<file path="src/rtl/cpu_pkg.sv">
// Shared definitions for the 5-stage MIPS core.
// Holds the exception code constants, reset defaults and the stage payload layout.
package cpu_pkg;

   localparam logic [4:0]  EXC_NONE   = 5'd0;
   localparam logic [31:0] REQ_PC_DEF = 32'h0000_4180;
   localparam int          TNEW_W_DEF = 2;

   // Standard payload carried between stages; the instantiator packs it into in_payload.
   typedef struct packed {
      logic [31:0] alu_result;
      logic [31:0] rd2;
      logic [31:0] imm32;
      logic [4:0]  rt;
      logic [4:0]  rs;
      logic [21:0] ctrl;
   } stage_payload_t;

   localparam int STAGE_PAYLOAD_W = $bits(stage_payload_t);

endpackage

</file>
<file path="src/rtl/sat_counter.sv">
// Saturating up-counter with synchronous clear; sticks at all-ones, never wraps.
// Latency 1 cycle; clear has priority over inc, no backpressure.
module sat_counter #(
   parameter int CNT_W = 16
) (
   input  logic             clk,
   input  logic             clear,
   input  logic             inc,
   output logic [CNT_W-1:0] cnt
);

   always_ff @(posedge clk) begin
      if (clear) begin
         cnt <= '0;
      end else if (inc && (cnt != {CNT_W{1'b1}})) begin
         cnt <= cnt + 1'b1;
      end
   end

endmodule

</file>
<file path="src/rtl/pipe_stage_reg.sv">
// Inter-stage pipeline register with stall, flush, exception clear and bubble counting.
// Latency 1 cycle; en=0 holds every output, priority reset > req > flush > hold > load.
module pipe_stage_reg
   import cpu_pkg::*;
#(
   parameter int          DATA_W   = 128,
   parameter int          TNEW_W   = TNEW_W_DEF,
   parameter bit          DEC_TNEW = 1'b1,
   parameter logic [31:0] REQ_PC   = REQ_PC_DEF,
   parameter int          CNT_W    = 16
) (
   input  logic              clk,
   input  logic              reset,
   input  logic              en,
   input  logic              flush,
   input  logic              req,
   input  logic              in_valid,
   input  logic [31:0]       in_pc,
   input  logic              in_bd,
   input  logic [4:0]        in_exccode,
   input  logic [4:0]        in_exc_local,
   input  logic              in_regwrite,
   input  logic [4:0]        in_a3,
   input  logic [TNEW_W-1:0] in_tnew,
   input  logic [DATA_W-1:0] in_payload,
   output logic              out_valid,
   output logic [31:0]       out_pc,
   output logic              out_bd,
   output logic [4:0]        out_exccode,
   output logic              out_regwrite,
   output logic [4:0]        out_a3,
   output logic [TNEW_W-1:0] out_tnew,
   output logic [DATA_W-1:0] out_payload,
   output logic [CNT_W-1:0]  bubble_cnt
);

   logic [4:0]        exc_merged;
   logic [TNEW_W-1:0] tnew_next;
   logic              bubble_inc;

   // Earliest stage's exception wins over one raised here.
   assign exc_merged = (in_exccode != EXC_NONE) ? in_exccode : in_exc_local;

   always_comb begin
      tnew_next = '0;
      if (in_valid) begin
         if (DEC_TNEW) begin
            tnew_next = (in_tnew == '0) ? '0 : in_tnew - 1'b1;
         end else begin
            tnew_next = in_tnew;
         end
      end
   end

   assign bubble_inc = req || flush || (en && !in_valid);

   always_ff @(posedge clk) begin
      if (reset) begin
         out_valid    <= 1'b0;
         out_pc       <= '0;
         out_bd       <= 1'b0;
         out_exccode  <= EXC_NONE;
         out_regwrite <= 1'b0;
         out_a3       <= '0;
         out_tnew     <= '0;
         out_payload  <= '0;
      end else if (req) begin
         out_valid    <= 1'b0;
         out_pc       <= REQ_PC;
         out_bd       <= 1'b0;
         out_exccode  <= EXC_NONE;
         out_regwrite <= 1'b0;
         out_a3       <= '0;
         out_tnew     <= '0;
         out_payload  <= '0;
      end else if (flush) begin
         // PC/BD survive the bubble so EPC stays right if an interrupt lands on it.
         out_valid    <= 1'b0;
         out_pc       <= in_pc;
         out_bd       <= in_bd;
         out_exccode  <= EXC_NONE;
         out_regwrite <= 1'b0;
         out_a3       <= '0;
         out_tnew     <= '0;
         out_payload  <= '0;
      end else if (en) begin
         out_valid    <= in_valid;
         out_pc       <= in_pc;
         out_bd       <= in_bd;
         out_exccode  <= exc_merged;
         out_regwrite <= in_regwrite & in_valid;
         out_a3       <= in_valid ? in_a3 : 5'd0;
         out_tnew     <= tnew_next;
         out_payload  <= in_payload;
      end
   end

   sat_counter #(
      .CNT_W (CNT_W)
   ) u_bubble_cnt (
      .clk   (clk),
      .clear (reset),
      .inc   (bubble_inc),
      .cnt   (bubble_cnt)
   );

endmodule

</file>
<file path="config.mk">
export PLATFORM = sky130hd
export DESIGN_NAME = pipe_stage_reg
export DESIGN_NICKNAME = d
export VERILOG_FILES = /design/src/rtl/cpu_pkg.sv /design/src/rtl/sat_counter.sv /design/src/rtl/pipe_stage_reg.sv
export SDC_FILE = /design/constraint.sdc
export NUM_CORES = 1
export LEC_CHECK = 0
export ABC_AREA = 0
export CAP_MARGIN = 20
export CORE_AREA = 4 4 182 140
export CTS_BUF_LIST = sky130_fd_sc_hd__clkbuf_8
export DETAILED_ROUTE_END_ITERATION = 7
export DIE_AREA = 0 0 186 144
export DONT_BUFFER_PORTS = 1
export GPL_TIMING_DRIVEN = 0
export REMOVE_ABC_BUFFERS = 1
export SLEW_MARGIN = 20
export SYNTH_ARGS = -nofsm -noshare
export SYNTH_HDL_FRONTEND = slang
export SYNTH_SLANG_ARGS = --single-unit
</file>
<file path="constraint.sdc">
create_clock -name clk -period 2.8 [get_ports clk]
set_input_delay 0.56 -clock clk [delete_from_list [all_inputs] [get_ports clk]]
set_output_delay 0.56 -clock clk [all_outputs]
set_load 0.02 [all_outputs]
</file>
Word level (Yosys, flattened, before mapping)

Index checks and enable logic that the tools add are counted.

$add $sub $neg: 2
Bitwise operators: 1
Reduce and logical (&&, ||, !) cells: 11
Equality and inequality tests: 1
Mux-type cells: 9

Operator list:

| cell                                                               | count |
|---|---|
| 32-bit two-way mux                                                 | 2 |
| 16-bit by 1-bit adder with 16-bit output, second input constant    | 1 |
| 16-bit inequality test, second input constant                      | 1 |
| 15-bit two-way mux                                                 | 1 |
| 5-bit two-way mux                                                  | 2 |
| 5-bit nonzero test                                                 | 1 |
| 2-bit two-way mux                                                  | 2 |
| 3-bit nonzero test                                                 | 1 |
| 3-bit OR reduction                                                 | 1 |
| 1-bit logical AND                                                  | 2 |
| 2-bit logical NOT                                                  | 1 |
| 1-bit logical OR                                                   | 2 |
| 1-bit two-way mux                                                  | 2 |
| 2-bit nonzero test                                                 | 1 |
| 2-bit OR reduction                                                 | 1 |
| 2-bit by 1-bit subtractor with 2-bit output, second input constant | 1 |
| 1-bit bitwise AND                                                  | 1 |
| 1-bit logical NOT                                                  | 1 |

Word-level logic and storage cells: 34
Register bits after elaboration: 191
Output and inout bits: 191

Longest topological paths before layout

Depth in word-level cells: 4
Mapped depth: 6
Gate-level depth less buffers: 5

Cells and area by module

Synthesis repeated with hierarchy kept, for this count alone.

Cell total of the unflattened synthesis: 719
Area total of the unflattened synthesis: 7074.3 um^2

By module, submodules not included:

| module         | cells each | area an instance (um^2) | sequential area each (um^2) | instances |
|---|---|---|---|---|
| pipe_stage_reg | 620        | 6226.0                  | 3503.4                      | 1 |
| sat_counter    | 99         | 848.3                   | 320.3                       | 1 |

Least setup slack after synthesis

No wires, ideal clock.

Kind: input-to-reg
Start: in en
End: reg u_bubble_cnt.cnt[10]
Path slack: 1030 ps
Stages on the path: 5
Arrival: 1648 ps
Path through: buf_2 > and2b_2 > o21a_1 > and4b_1 > mux2_4

Word-level cells in the longest chain between the ends: 3

Ends and longest elaborated chain:

| element              | line                 | text |
|---|---|---|
| start, declared      | pipe_stage_reg.sv:14 | `input logic en,` |
| 1-bit logical AND    | pipe_stage_reg.sv:55 | `assign bubble_inc = req \|\| flush \|\| (en && !in_valid);` |
| 1-bit logical OR     | pipe_stage_reg.sv:55 |  |
| 1-bit logical AND    | sat_counter.sv:15    | `end else if (inc && (cnt != {CNT_W{1'b1}})) begin` |
| end signal, assigned | sat_counter.sv:16    | `cnt <= cnt + 1'b1;` |
| end, declared        | sat_counter.sv:9     | `output logic [CNT_W-1:0] cnt` |

Every way passes these cells.
A chain may end at the register's enable or synchronous reset.

Worst setup path after layout

Start: reg u_bubble_cnt.cnt[3]
End: reg u_bubble_cnt.cnt[4]

Word-level cells in the longest chain between the ends: 2
Elaborated cells between the ends (all ways): 3

Ends and longest elaborated chain:

| element |
|---|
| branches (longest 2 deep; another with 16-bit by 1-bit adder with 16-bit output) |

Parallel ways; which one is timed is not known.

==> out/metrics.cfg <==
[detailed_routing]
dr.pass1.iters = 4
num_vias = 4922
ant_nets = 0
dr.first_iter.drc_count = 176
drt-total-wl_mm = 18.65
wl_per_cell_um = 18.46
viasPerCell = 4.873
drc = 0

[worst_setup_path]
critPathMaxStageDelay_ns = 0.60
critical_path_required_ns = 3.14
path_buf_inv = 0
path_delay_family = simple AND/OR/NAND/NOR gates
critical_path_class = register to register
reg2reg_slack_ns = 0.89
critPathLaunchType = register
crit_fanout = 7
cp-end-kind = register
crit_arrival_ns = 2.25
cp_slowest_cell = dfxtp_1
crit_path_cell_trace = nand4_1 -> nor4_1 -> o311ai_0 -> o41ai_1

[logic_synthesis]
yosysWarnings = 0
yosys_register_bits = 191
synthAdderAreaFrac = 0.001790
netlist_area_um2 = 6992
synth-edff-count = 0
synth_xor_area_frac = 0
ys.flop_type = dfxtp_1
synth_top_family_by_area = multiplexers
yosysUniqueCellTypes = 44
yosysSeqAreaShare = 0.5469
avgSynthCellArea_um2 = 9.765
synth_cells = 716
ys_async_sr_fraction = 0
synth-simple-area-share = 0.1575
synth_compound_area_frac = 0.07749
synth_mux_area_frac = 0.1870

[floorplan]
initial_core_util = 0.2954
die_height_um = 144
dieArea_um2 = 26780
fp.dieW_um = 186
ios = 376
rows = 49
coreArea_um2 = 23670

[clock_network]
numCtsBuffers = 17
cts_tree = done
cts_resized = 0
insertion_delay_ns = 0.45
cts_sinks = 191
root_buffer = clkbuf_8
htree_num_levels = 4
cts_buffer_depth = 2
hold_buffers = 0
clk_pin_slew_ns = 0.11
cts_setup_buffers = 0

[pwr]
ir_drop_mv = 0.2400
p_seq_frac = 0.582
p_comb_frac = 0.048
p_leak_nw = 3.052
p_sw_frac = 0.2795
power_switching_mw = 1.394
p_int_mw = 3.592
power.share.clock = 0.371
totalPowerFinal_mw = 4.985
p_per_area_nw_per_um2 = 649.2

[timing]
rsz0062_at_grt = false
tightest_slew_ns = 0.7130
period_share = 0.6822
finalSetupTns_ns = 0
setup-violations-final = 0
fin_crit_ns = 1.910
fmax_mhz = 523.5
maxSlewViolCount = 0
setup_ws_ns = 0.8899
hold_violations = 0
skew_ns = 0.01731
slew_headroom = 0.5235

[placed_design]
dp_slack_ns = 0.8496
gp_congestion = 0.7465
place_hpwl_mm = 13.60
place_area_um2 = 7256
io_buffers = 0

[cells_and_area]
nets = 877
fin_util = 0.3245
final_area_um2 = 7679
drive_gt1_frac = 0.06960
diodes = 0
syn_to_final_growth_pct = 9.825

[global_routing]
grt_max_degree = 146
grt_pass1_wl_mm = 26.41
grt_pass1_vias = 4596
antenna_found_initial = 0
grt_usage = 0.1257
grt-ovfl-total = 0

[run]
maxCapViolCount = 0

[hold_path]
worstHoldPathType = input port to register

[status]
outcome = finished, final reports clean

cells in the final DEF, fill, tap and decap left out, types with 2 or more instances in the layout:
cell type and count:
o311ai_0 3, mux2i_1 128, nor2b_1 3, a22oi_1 6, a211oi_1 5, and4b_1 2
a21oi_1 52, dfxtp_1 191, nor2_1 143, inv_6 4, or4_1 4, o31ai_1 2
o21ai_0 10, a31oi_1 4, clkbuf_8 17, or2_2 3, o41ai_1 4, clkinv_8 7
inv_1 5, nand4_1 4, and3_2 2, nand3_1 3, buf_16 2, nand2_1 71
or3_1 3
flip-flops by register name, indices dropped and copies added (netlist names):
signal and count:
out_pc 32, u_bubble_cnt.cnt 16, out_a3 5, out_tnew 2, out_payload 128, out_bd 1
out_regwrite 1, out_valid 1, out_exccode 5
kinds of logic (layout without fill, tap and decap cells):
| family | count (synthesis) | count (layout) |
|---|---|---|
| muxes | 130 | 130 |
| DFF | 191 | 191 |
| and+or+nand+nor | 253 | 253 |
| buffers and inverters | 51 | 39 |
| AOI/OAI and AO/OA | 90 | 90 |
| adders and majority gates | 1 | 1 |
metal layers:
metal  track usage  up-vias  wire length, um
li1              -     2400                -
met1        0.1414     2280             7146
met2        0.2118      232             9102
met3       0.06362       10             2199
met4       0.03488        0              197
met5             0        -                0
cell type report:
| cell class | instances | area [um2] |
|---|---|---|
| Clock inverter | 15 | 188.9 |
| Clock buffer | 17 | 234.0 |
| Sequential cell | 191 | 3824 |
| Tap cell | 306 | 382.9 |
| Timing Repair Buffer | 2 | 55.05 |
| Multi-Input combinational cell | 474 | 2975 |
| Inverter | 5 | 18.77 |
| Fill cell | 2445 | 15990 |
final timing paths:
| kind | startpoint | to | cells past startpoint |
|---|---|---|---|
| worst max-delay path | u_bubble_cnt.cnt[3] | u_bubble_cnt.cnt[4] | 4 |
| worst min-delay path | reset | u_bubble_cnt.cnt[9] | 1 |
| worst max register to register | u_bubble_cnt.cnt[3] | u_bubble_cnt.cnt[4] | 4 |
| worst min register to register | out_pc[4] | out_pc[4] | 2 |
power groups by stage:
| stage | clock, mW | sequential (mW) | combinational [mW] |
|---|---|---|---|
| floorplan | 0 | 2.94 | 0.198 |
| global placement | 0 | 2.97 | 0.228 |
| detailed placement | 0 | 2.96 | 0.238 |
| CTS | 1.95 | 2.90 | 0.239 |
| global route | 2.05 | 2.91 | 0.265 |
| finish | 1.85 | 2.90 | 0.237 |
worst register-to-register path: cells and delay by family (launching register included):
family          cells  cell delay, ns
simple gates        2            0.92
flops               1            0.60
compound gates      2            0.30
synth_stat cells, types with 2 or more instances:
cell | number | area share
a21oi_1 | 52 | 0.037
or2_2 | 3 | 0.0027
a31oi_1 | 4 | 0.0036
o41ai_1 | 4 | 0.0050
and4b_1 | 2 | 0.0029
buf_2 | 11 | 0.0079
or3_1 | 4 | 0.0036
nor2_1 | 144 | 0.077
a211oi_1 | 5 | 0.0054
clkbuf_1 | 35 | 0.019
inv_1 | 4 | 0.0021
dfxtp_1 | 191 | 0.55
o31ai_1 | 2 | 0.0021
nor2b_1 | 3 | 0.0027
nand3_1 | 3 | 0.0021
mux2i_1 | 128 | 0.18
nand4_1 | 4 | 0.0036
a22oi_1 | 6 | 0.0064
and3_2 | 2 | 0.0021
o21ai_0 | 10 | 0.0072
nand2_1 | 71 | 0.038
o311ai_0 | 3 | 0.0038
or4_1 | 4 | 0.0043
stage by stage:
stage	hold slack, ns	cells
after floorplan	0.5302	670
after global placement	0.5416	976
after detailed placement	0.5466	978
after CTS	0.1062	1010
after global routing	0.08484	1010
final	0.1588	1010
Power figures use the tool's default switching activity.
